$ cat src/rtl/decode_issue_if.sv
// Fetch-to-issue and issue-to-execute signal bundle for the decode/issue stage.
// The slave modport is the decode_issue block; the master modport is whatever
// drives fetch, execute and writeback around it.
interface decode_issue_if #(
    parameter int PC_W = 32
);
    // fetch side
    logic            in_valid;
    logic [31:0]     in_instr;
    logic [PC_W-1:0] in_pc;
    logic            in_ready;
    logic            flush;
    // execute side
    logic            out_valid;
    logic            out_ready;
    logic [31:0]     out_instr;
    logic [PC_W-1:0] out_pc;
    logic [5:0]      out_waddr;
    logic [5:0]      out_raddr1;
    logic [5:0]      out_raddr2;
    logic            out_load;
    logic            out_store;
    logic            out_muldiv;
    // completion reports
    logic            wb_valid;
    logic [4:0]      wb_addr;
    logic            hilo_done;
    logic            stall;

    modport master (
        output in_valid, in_instr, in_pc, flush, out_ready, wb_valid, wb_addr, hilo_done,
        input  in_ready, out_valid, out_instr, out_pc, out_waddr, out_raddr1, out_raddr2,
               out_load, out_store, out_muldiv, stall
    );

    modport slave (
        input  in_valid, in_instr, in_pc, flush, out_ready, wb_valid, wb_addr, hilo_done,
        output in_ready, out_valid, out_instr, out_pc, out_waddr, out_raddr1, out_raddr2,
               out_load, out_store, out_muldiv, stall
    );
endinterface

$ cat src/rtl/decode_issue.sv
// Decoupled decode/issue stage. Fetched MIPS instructions sit in a small
// circular queue; the head is decoded combinationally and handed to execute
// only when the scoreboard (pending load destinations, in-flight HI/LO
// producer) shows no hazard against it.
module decode_issue #(
    parameter int DEPTH = 4,
    parameter int PC_W  = 32
) (
    input  logic          clk,
    input  logic          rst_n,
    decode_issue_if.slave bus
);
    localparam int AW = $clog2(DEPTH);
    localparam logic [AW:0] FULL_COUNT = (AW+1)'(DEPTH);

    // queue storage and bookkeeping
    logic [31:0]     instr_mem [DEPTH];
    logic [PC_W-1:0] pc_mem    [DEPTH];
    logic [AW-1:0]   wr_ptr_reg;
    logic [AW-1:0]   rd_ptr_reg;
    logic [AW:0]     count_reg;

    // scoreboard
    logic [31:1]     busy_reg;
    logic            hilo_busy_reg;
    logic [31:0]     busy_full;

    logic            not_empty;
    logic            push;
    logic            pop;
    logic            hazard;
    logic            issue_valid;

    logic [31:0]     head_instr;
    logic [PC_W-1:0] head_pc;

    // decode results
    logic [5:0]      op;
    logic [5:0]      funct;
    logic [4:0]      rs;
    logic [4:0]      rt;
    logic [4:0]      rd;
    logic            use_rs;
    logic            use_rt;
    logic            dst_vld;
    logic [4:0]      dst;
    logic            dec_load;
    logic            dec_store;
    logic            dec_muldiv;
    logic            dec_hilo;
    logic [5:0]      dec_waddr;
    logic [5:0]      dec_raddr1;
    logic [5:0]      dec_raddr2;

    assign not_empty  = (count_reg != '0);
    assign bus.in_ready = (count_reg < FULL_COUNT);
    assign push       = bus.in_valid & bus.in_ready & ~bus.flush;

    // Empty queue presents all-zero payload so nothing stale leaks out.
    assign head_instr = not_empty ? instr_mem[rd_ptr_reg] : '0;
    assign head_pc    = not_empty ? pc_mem[rd_ptr_reg]    : '0;

    assign op    = head_instr[31:26];
    assign funct = head_instr[5:0];
    assign rs    = head_instr[25:21];
    assign rt    = head_instr[20:16];
    assign rd    = head_instr[15:11];

    // Classify the head instruction into register reads, destination and class flags.
    always_comb begin
        use_rs     = 1'b0;
        use_rt     = 1'b0;
        dst_vld    = 1'b0;
        dst        = '0;
        dec_load   = 1'b0;
        dec_store  = 1'b0;
        dec_muldiv = 1'b0;
        dec_hilo   = 1'b0;
        if (not_empty) begin
            casez (op)
                6'b000000: begin
                    casez (funct)
                        6'b0000?0, 6'b000011: begin   // SLL/SRL/SRA
                            use_rt  = 1'b1;
                            dst_vld = 1'b1;
                            dst     = rd;
                        end
                        6'b0100?0: begin              // MFHI/MFLO
                            dst_vld  = 1'b1;
                            dst      = rd;
                            dec_hilo = 1'b1;
                        end
                        6'b0100?1: begin              // MTHI/MTLO
                            use_rs   = 1'b1;
                            dec_hilo = 1'b1;
                        end
                        6'b0110??: begin              // MULT/MULTU/DIV/DIVU
                            use_rs     = 1'b1;
                            use_rt     = 1'b1;
                            dec_muldiv = 1'b1;
                            dec_hilo   = 1'b1;
                        end
                        6'b001000: begin              // JR
                            use_rs = 1'b1;
                        end
                        6'b001001: begin              // JALR
                            use_rs  = 1'b1;
                            dst_vld = 1'b1;
                            dst     = rd;
                        end
                        6'b00110?: begin              // SYSCALL/BREAK
                        end
                        default: begin                // three-register ALU ops
                            use_rs  = 1'b1;
                            use_rt  = 1'b1;
                            dst_vld = 1'b1;
                            dst     = rd;
                        end
                    endcase
                end
                6'b00010?: begin                      // BEQ/BNE
                    use_rs = 1'b1;
                    use_rt = 1'b1;
                end
                6'b00011?, 6'b000001: begin           // BLEZ/BGTZ, REGIMM
                    use_rs = 1'b1;
                end
                6'b000010: begin                      // J
                end
                6'b000011: begin                      // JAL links into r31
                    dst_vld = 1'b1;
                    dst     = 5'd31;
                end
                6'b001111: begin                      // LUI
                    dst_vld = 1'b1;
                    dst     = rt;
                end
                6'b0010??, 6'b00110?, 6'b001110: begin // immediate ALU ops
                    use_rs  = 1'b1;
                    dst_vld = 1'b1;
                    dst     = rt;
                end
                6'b100???: begin                      // loads
                    use_rs   = 1'b1;
                    dst_vld  = 1'b1;
                    dst      = rt;
                    dec_load = 1'b1;
                end
                6'b101???: begin                      // stores
                    use_rs    = 1'b1;
                    use_rt    = 1'b1;
                    dec_store = 1'b1;
                end
                default: begin
                end
            endcase
        end
    end

    // r0 is never a real destination; absent operands read as address 0.
    assign dec_waddr  = (dst_vld && dst != 5'd0) ? {1'b1, dst} : 6'd0;
    assign dec_raddr1 = use_rs ? {1'b1, rs} : 6'd0;
    assign dec_raddr2 = use_rt ? {1'b1, rt} : 6'd0;

    // Hazards look only at registered scoreboard state: no same-cycle bypass.
    assign busy_full = {busy_reg, 1'b0};
    assign hazard = (dec_raddr1[5] & busy_full[dec_raddr1[4:0]])
                  | (dec_raddr2[5] & busy_full[dec_raddr2[4:0]])
                  | (dec_waddr[5]  & busy_full[dec_waddr[4:0]])
                  | (dec_hilo & hilo_busy_reg);

    assign issue_valid = not_empty & ~hazard & ~bus.flush;
    assign pop         = issue_valid & bus.out_ready;

    assign bus.out_valid  = issue_valid;
    assign bus.stall      = not_empty & hazard;
    assign bus.out_instr  = head_instr;
    assign bus.out_pc     = head_pc;
    assign bus.out_waddr  = dec_waddr;
    assign bus.out_raddr1 = dec_raddr1;
    assign bus.out_raddr2 = dec_raddr2;
    assign bus.out_load   = dec_load;
    assign bus.out_store  = dec_store;
    assign bus.out_muldiv = dec_muldiv;

    // Queue payload write; storage needs no reset since empty slots are never read out.
    always_ff @(posedge clk) begin
        if (push) begin
            instr_mem[wr_ptr_reg] <= bus.in_instr;
            pc_mem[wr_ptr_reg]    <= bus.in_pc;
        end
    end

    // Pointer and occupancy update; flush empties the queue and drops any push.
    always_ff @(posedge clk or negedge rst_n) begin
        if (!rst_n) begin
            wr_ptr_reg <= '0;
            rd_ptr_reg <= '0;
            count_reg  <= '0;
        end else if (bus.flush) begin
            wr_ptr_reg <= '0;
            rd_ptr_reg <= '0;
            count_reg  <= '0;
        end else begin
            if (push) begin
                wr_ptr_reg <= wr_ptr_reg + AW'(1);
            end
            if (pop) begin
                rd_ptr_reg <= rd_ptr_reg + AW'(1);
            end
            if (push && !pop) begin
                count_reg <= count_reg + (AW+1)'(1);
            end else if (pop && !push) begin
                count_reg <= count_reg - (AW+1)'(1);
            end
        end
    end

    // One busy bit per architectural register; issuing a load sets it, writeback clears it, set wins.
    for (genvar gi = 1; gi < 32; gi++) begin : g_busy
        always_ff @(posedge clk or negedge rst_n) begin
            if (!rst_n) begin
                busy_reg[gi] <= 1'b0;
            end else if (pop && dec_load && dec_waddr[5] && dec_waddr[4:0] == 5'(gi)) begin
                busy_reg[gi] <= 1'b1;
            end else if (bus.wb_valid && bus.wb_addr == 5'(gi)) begin
                busy_reg[gi] <= 1'b0;
            end
        end
    end

    // HI/LO in-flight flag; a new mult/div issue overrides a same-cycle completion.
    always_ff @(posedge clk or negedge rst_n) begin
        if (!rst_n) begin
            hilo_busy_reg <= 1'b0;
        end else if (pop && dec_muldiv) begin
            hilo_busy_reg <= 1'b1;
        end else if (bus.hilo_done) begin
            hilo_busy_reg <= 1'b0;
        end
    end
endmodule

$ cat src/flat_wrapper.sv
// flat-port wrapper written by rule: the top's interface ports become plain ports
module decode_issue_flat 
#(
    parameter int DEPTH = 4,
    parameter int PC_W  = 32
)
  (clk, rst_n, bus_in_valid, bus_in_instr, bus_in_pc, bus_flush, bus_out_ready, bus_wb_valid, bus_wb_addr, bus_hilo_done, bus_in_ready, bus_out_valid, bus_out_instr, bus_out_pc, bus_out_waddr, bus_out_raddr1, bus_out_raddr2, bus_out_load, bus_out_store, bus_out_muldiv, bus_stall);
  decode_issue_if #(.PC_W(PC_W)) bus_i ();
  input  logic clk;
  input  logic rst_n;
  input wire logic [$bits(bus_i.in_valid)-1:0] bus_in_valid;
  input wire logic [$bits(bus_i.in_instr)-1:0] bus_in_instr;
  input wire logic [$bits(bus_i.in_pc)-1:0] bus_in_pc;
  input wire logic [$bits(bus_i.flush)-1:0] bus_flush;
  input wire logic [$bits(bus_i.out_ready)-1:0] bus_out_ready;
  input wire logic [$bits(bus_i.wb_valid)-1:0] bus_wb_valid;
  input wire logic [$bits(bus_i.wb_addr)-1:0] bus_wb_addr;
  input wire logic [$bits(bus_i.hilo_done)-1:0] bus_hilo_done;
  output wire logic [$bits(bus_i.in_ready)-1:0] bus_in_ready;
  output wire logic [$bits(bus_i.out_valid)-1:0] bus_out_valid;
  output wire logic [$bits(bus_i.out_instr)-1:0] bus_out_instr;
  output wire logic [$bits(bus_i.out_pc)-1:0] bus_out_pc;
  output wire logic [$bits(bus_i.out_waddr)-1:0] bus_out_waddr;
  output wire logic [$bits(bus_i.out_raddr1)-1:0] bus_out_raddr1;
  output wire logic [$bits(bus_i.out_raddr2)-1:0] bus_out_raddr2;
  output wire logic [$bits(bus_i.out_load)-1:0] bus_out_load;
  output wire logic [$bits(bus_i.out_store)-1:0] bus_out_store;
  output wire logic [$bits(bus_i.out_muldiv)-1:0] bus_out_muldiv;
  output wire logic [$bits(bus_i.stall)-1:0] bus_stall;
  assign bus_i.in_valid = bus_in_valid;
  assign bus_i.in_instr = bus_in_instr;
  assign bus_i.in_pc = bus_in_pc;
  assign bus_i.flush = bus_flush;
  assign bus_i.out_ready = bus_out_ready;
  assign bus_i.wb_valid = bus_wb_valid;
  assign bus_i.wb_addr = bus_wb_addr;
  assign bus_i.hilo_done = bus_hilo_done;
  assign bus_in_ready = bus_i.in_ready;
  assign bus_out_valid = bus_i.out_valid;
  assign bus_out_instr = bus_i.out_instr;
  assign bus_out_pc = bus_i.out_pc;
  assign bus_out_waddr = bus_i.out_waddr;
  assign bus_out_raddr1 = bus_i.out_raddr1;
  assign bus_out_raddr2 = bus_i.out_raddr2;
  assign bus_out_load = bus_i.out_load;
  assign bus_out_store = bus_i.out_store;
  assign bus_out_muldiv = bus_i.out_muldiv;
  assign bus_stall = bus_i.stall;
  decode_issue #(.DEPTH(DEPTH), .PC_W(PC_W)) u_core (.clk(clk), .rst_n(rst_n), .bus(bus_i));
endmodule
$ cat config.mk
export PLATFORM = sky130hd
export DESIGN_NAME = decode_issue_flat
export DESIGN_NICKNAME = d
export VERILOG_FILES = /design/src/rtl/decode_issue_if.sv /design/src/rtl/decode_issue.sv /design/src/flat_wrapper.sv
export SDC_FILE = /design/constraint.sdc
export NUM_CORES = 1
export LEC_CHECK = 0
export CORE_ASPECT_RATIO = 1.75
export CORE_UTILIZATION = 40
export CTS_BUF_LIST = sky130_fd_sc_hd__clkbuf_8
export DETAILED_ROUTE_END_ITERATION = 10
export GPL_TIMING_DRIVEN = 0
export HOLD_SLACK_MARGIN = 0.03
export PLACE_DENSITY = 0.72
export SLEW_MARGIN = 20
export SYNTH_ARGS = -nofsm -noshare
export SYNTH_HDL_FRONTEND = slang
export SYNTH_SLANG_ARGS = --single-unit
$ cat constraint.sdc
create_clock -name clk -period 4.63 [get_ports clk]
set_input_delay 0.926 -clock clk [delete_from_list [all_inputs] [get_ports clk]]
set_output_delay 0.926 -clock clk [all_outputs]
set_load 0.01 [all_outputs]
==> reports/qor.txt <==
Distinct cells, synth -> 78
# hold bufs at CTS -> 0
die area -> 0.0341 mm2
total iterations of the first detailed-routing run -> 5
Total Wirelength -> 38,200 um
Tcrit/Tclk final -> 116%
Die Y -> 244 um
Max Freq -> 187 MHz
die width -> 140 um
R2R Path Start -> u_core.rd_ptr_reg[0]
RePlAce Congestion -> 0.992
Synth area leader -> edfxtp_1
Lkg Pwr -> 0.00593 uW
Synth Warn # -> 0
initial antenna violation count -> 2
fin. max-slew vios -> 0
power share of the combinational group -> 46.3%
synthesized instance count -> 888
Synth Area per Inst -> 15.0 um2
Main synth FF type -> edfxtp_1
DRC viols -> 0
clock root cell -> clkbuf_8
largest net degree at the start of global routing -> 39
max_slew headroom -> 49.1%
#FFs+latches synth -> 295
Internal -> 6360 uW
Crit Path Category -> flip-flop to output pin
Seq/Total Area, Yosys -> 65.0%
number of global-route vias before repair -> 9,589
drt first-iter violations -> 577
WHS -> 0.278 ns
Mapped Area -> 0.0133 mm2
Via-to-Cell Ratio -> 5.72
async set-reset flop share out of synthesis -> 13.2%
PD cells -> 571 mW/mm2
Synth area leaders -> edfxtp_1 58%, mux4_2 11%, dfrtp_1 7.3%
H-Tree Depth -> 2
FF-to-FF End -> u_core.count_reg[1]
core area -> 0.0329 mm2
Worst Hold Class -> input pin to asynchronous set/reset pin
final setup violation count -> 8
CTS tree -> done
Reg2Reg Setup Slack -> -0.62 ns
crit path cell chain -> buf_6 -> mux4_2 -> or3_4 -> or4_4 -> a2111oi_4 -> buf_4 -> buf_4 -> a21oi_4 -> buf_4 -> a211oi_1 -> o32ai_2 -> o211ai_2 -> nand4b_4 -> nor3_1 -> buf_2
layout cells sized above 1 -> 25.4%
IO Port Bufs -> 162
clock share of power -> 22.0%
Initial Util -> 40.5%
skew final -> 0.0300 ns
Post-layout nets -> 1,216
Worst IR Drop VDD -> 0.342 mV
clock slew at reported path FFs -> 0.07 ns
startpoint types -> flip-flop
Num CTS Buffers -> 44
clk sinks -> 295
status -> complete, but fails checks
Total GRT Usage -> 22.6%
Sw Share -> 35.9%
Seq pwr share -> 31.8%
ANT nets after route -> 0
most frequent cell after synthesis -> edfxtp_1
number of synthesized flops with an enable pin -> 256
CP Max Fanout -> 7
I/O pins -> 164
crit end category -> output pin
sw power -> 3560 uW
post-synth top area share -> 57.6%
worst setup margin -> -0.719 ns
pre-CTS setup slack -> -1.34 ns
critical path's slowest cell -> mux4_2
reg2reg path depth -> 20
first-pass GRT wire length -> 57,000 um
Post-synth top cells -> 256 x edfxtp_1, 64 x mux4_2, 54 x and2_1, 53 x nand2_1, 49 x o21ai_0
Worst-Skew Late Latency -> 0.59 ns
final setup TNS -> -2.73 ns
HPWL Detailed -> 26,800 um
Max-Cap Viols -> 0
Hold Fails Final Rpt -> 0
RSZ-0062 raised after global routing -> yes
CTS max path bufs -> 3
most used cell, CP -> buf_4
crit path DAT -> 4.42 ns
Area Overhead vs Synth -> 30.2%
failing checks -> setup timing
gr ovfl total -> 0
Syn Nets -> 969
worst slew pin tran -> 0.761 ns
per-cell routed wire length -> 24.3 um
Worst EP required -> 3.70 ns
Worst path max stage delay -> 0.53 ns
site row count -> 88
vias post-DR -> 9,005
Tmin final -> 5.35 ns
-- what timing repair did --
item / CTS / global route
buffers inserted: 32 / 8
gates cloned: 1 / 0
hold endpoints to repair: 0 / 0
gates resized for setup: 114 / 75
setup endpoints to repair: 107 / 93
pin swaps: 22 / 16
-- power groups by stage --
stage	Combinational [uW]	Clock, uW	Sequential, uW
2_1_floorplan	2130	0	3170
3_3_place_gp	3800	0	3200
3_5_place_dp	3830	0	3200
4_1_cts	4320	2240	3150
5_1_grt	4870	2340	3160
6_report	4590	2180	3150
-- per-layer routing --
| metal | vias to the layer above | GRT usage (%) | wire length (um) |
|---|---|---|---|
| met5 | - | 0 | 13 |
| met4 | 2 | 15.8 | 2650 |
| met3 | 135 | 4.28 | 2150 |
| met2 | 365 | 41.3 | 20600 |
| met1 | 4484 | 23.0 | 12800 |
| li1 | 4019 | - | - |
-- placed cells by master (no fill, tap or decap), drive strengths merged, types with 18 or more instances in the layout --
cell / instances
a21oi: 32
and2: 55
buf: 69
clkbuf: 66
clkdlybuf4s50: 150
clkinv: 19
dfrtp: 39
edfxtp: 256
inv: 42
mux4: 64
nand2: 53
nand3: 18
nor2: 32
o21ai: 51
o31ai: 34
-- cells by family (layout without fill, tap and decap cells) --
| logic type | Yosys count | after routing | share of synthesized area [%] |
|---|---|---|---|
| DFF | 295 | 295 | 65.0 |
| and+or+nand+nor | 232 | 232 | 9.42 |
| AOI/OAI and AO/OA | 191 | 191 | 10.1 |
| buffers and inverters | 83 | 362 | 2.83 |
| muxes | 79 | 79 | 12.0 |
| adders and majority gates | 5 | 5 | 0.525 |
| xor gates and xnor gates | 3 | 3 | 0.197 |
| other | 0 | 1 | 0 |
-- stage by stage --
stage               total power [uW]  cells  utilization, %  instance area (um2)
finish                          9920   1573            52.8                17400
CTS                             9710   1568            51.6                17000
floorplan                       5300    888               -                13400
detailed placement              7030   1460            47.4                15600
global route                   10400   1573            52.8                17400
global placement                7000   1455            47.0                15500
-- worst max-delay path: cells and delay by family (launching register included) --
kind,cells,cell delay [ns]
flip-flops,1,0.34
AO/OA/AOI/OAI,5,0.99
buffers and inverters,5,0.78
AND/OR/NAND/NOR,4,1.21
multiplexers,1,0.53
-- how the worst max path moves through the flow --
stage / slack, ns / cells past startpoint / endpoint / from
2_1_floorplan: -0.43 / 18 / u_core.count_reg[1] / u_core.rd_ptr_reg[0]
3_3_place_gp: -1.31 / 21 / u_core.count_reg[1] / u_core.rd_ptr_reg[0]
3_5_place_dp: -1.34 / 21 / u_core.count_reg[1] / u_core.rd_ptr_reg[0]
4_1_cts: -0.75 / 15 / bus_out_valid / u_core.rd_ptr_reg[0]
5_1_grt: -0.88 / 15 / bus_out_valid / u_core.rd_ptr_reg[0]
6_report: -0.72 / 15 / bus_out_valid / u_core.rd_ptr_reg[0]
-- final cells by class --
| class | count | area (um2) |
|---|---|---|
| clock buffers | 45 | 619 |
| inverters | 37 | 153 |
| clock inverters | 33 | 278 |
| repair buffers | 206 | 2050 |
| well taps | 405 | 507 |
| multi-input cells | 510 | 4750 |
| fillers | 2734 | 15600 |
| diodes | 1 | 2.50 |
| plain buffers | 41 | 339 |
| flip-flops and latches | 295 | 8660 |
Power figures use the tool's default switching activity.
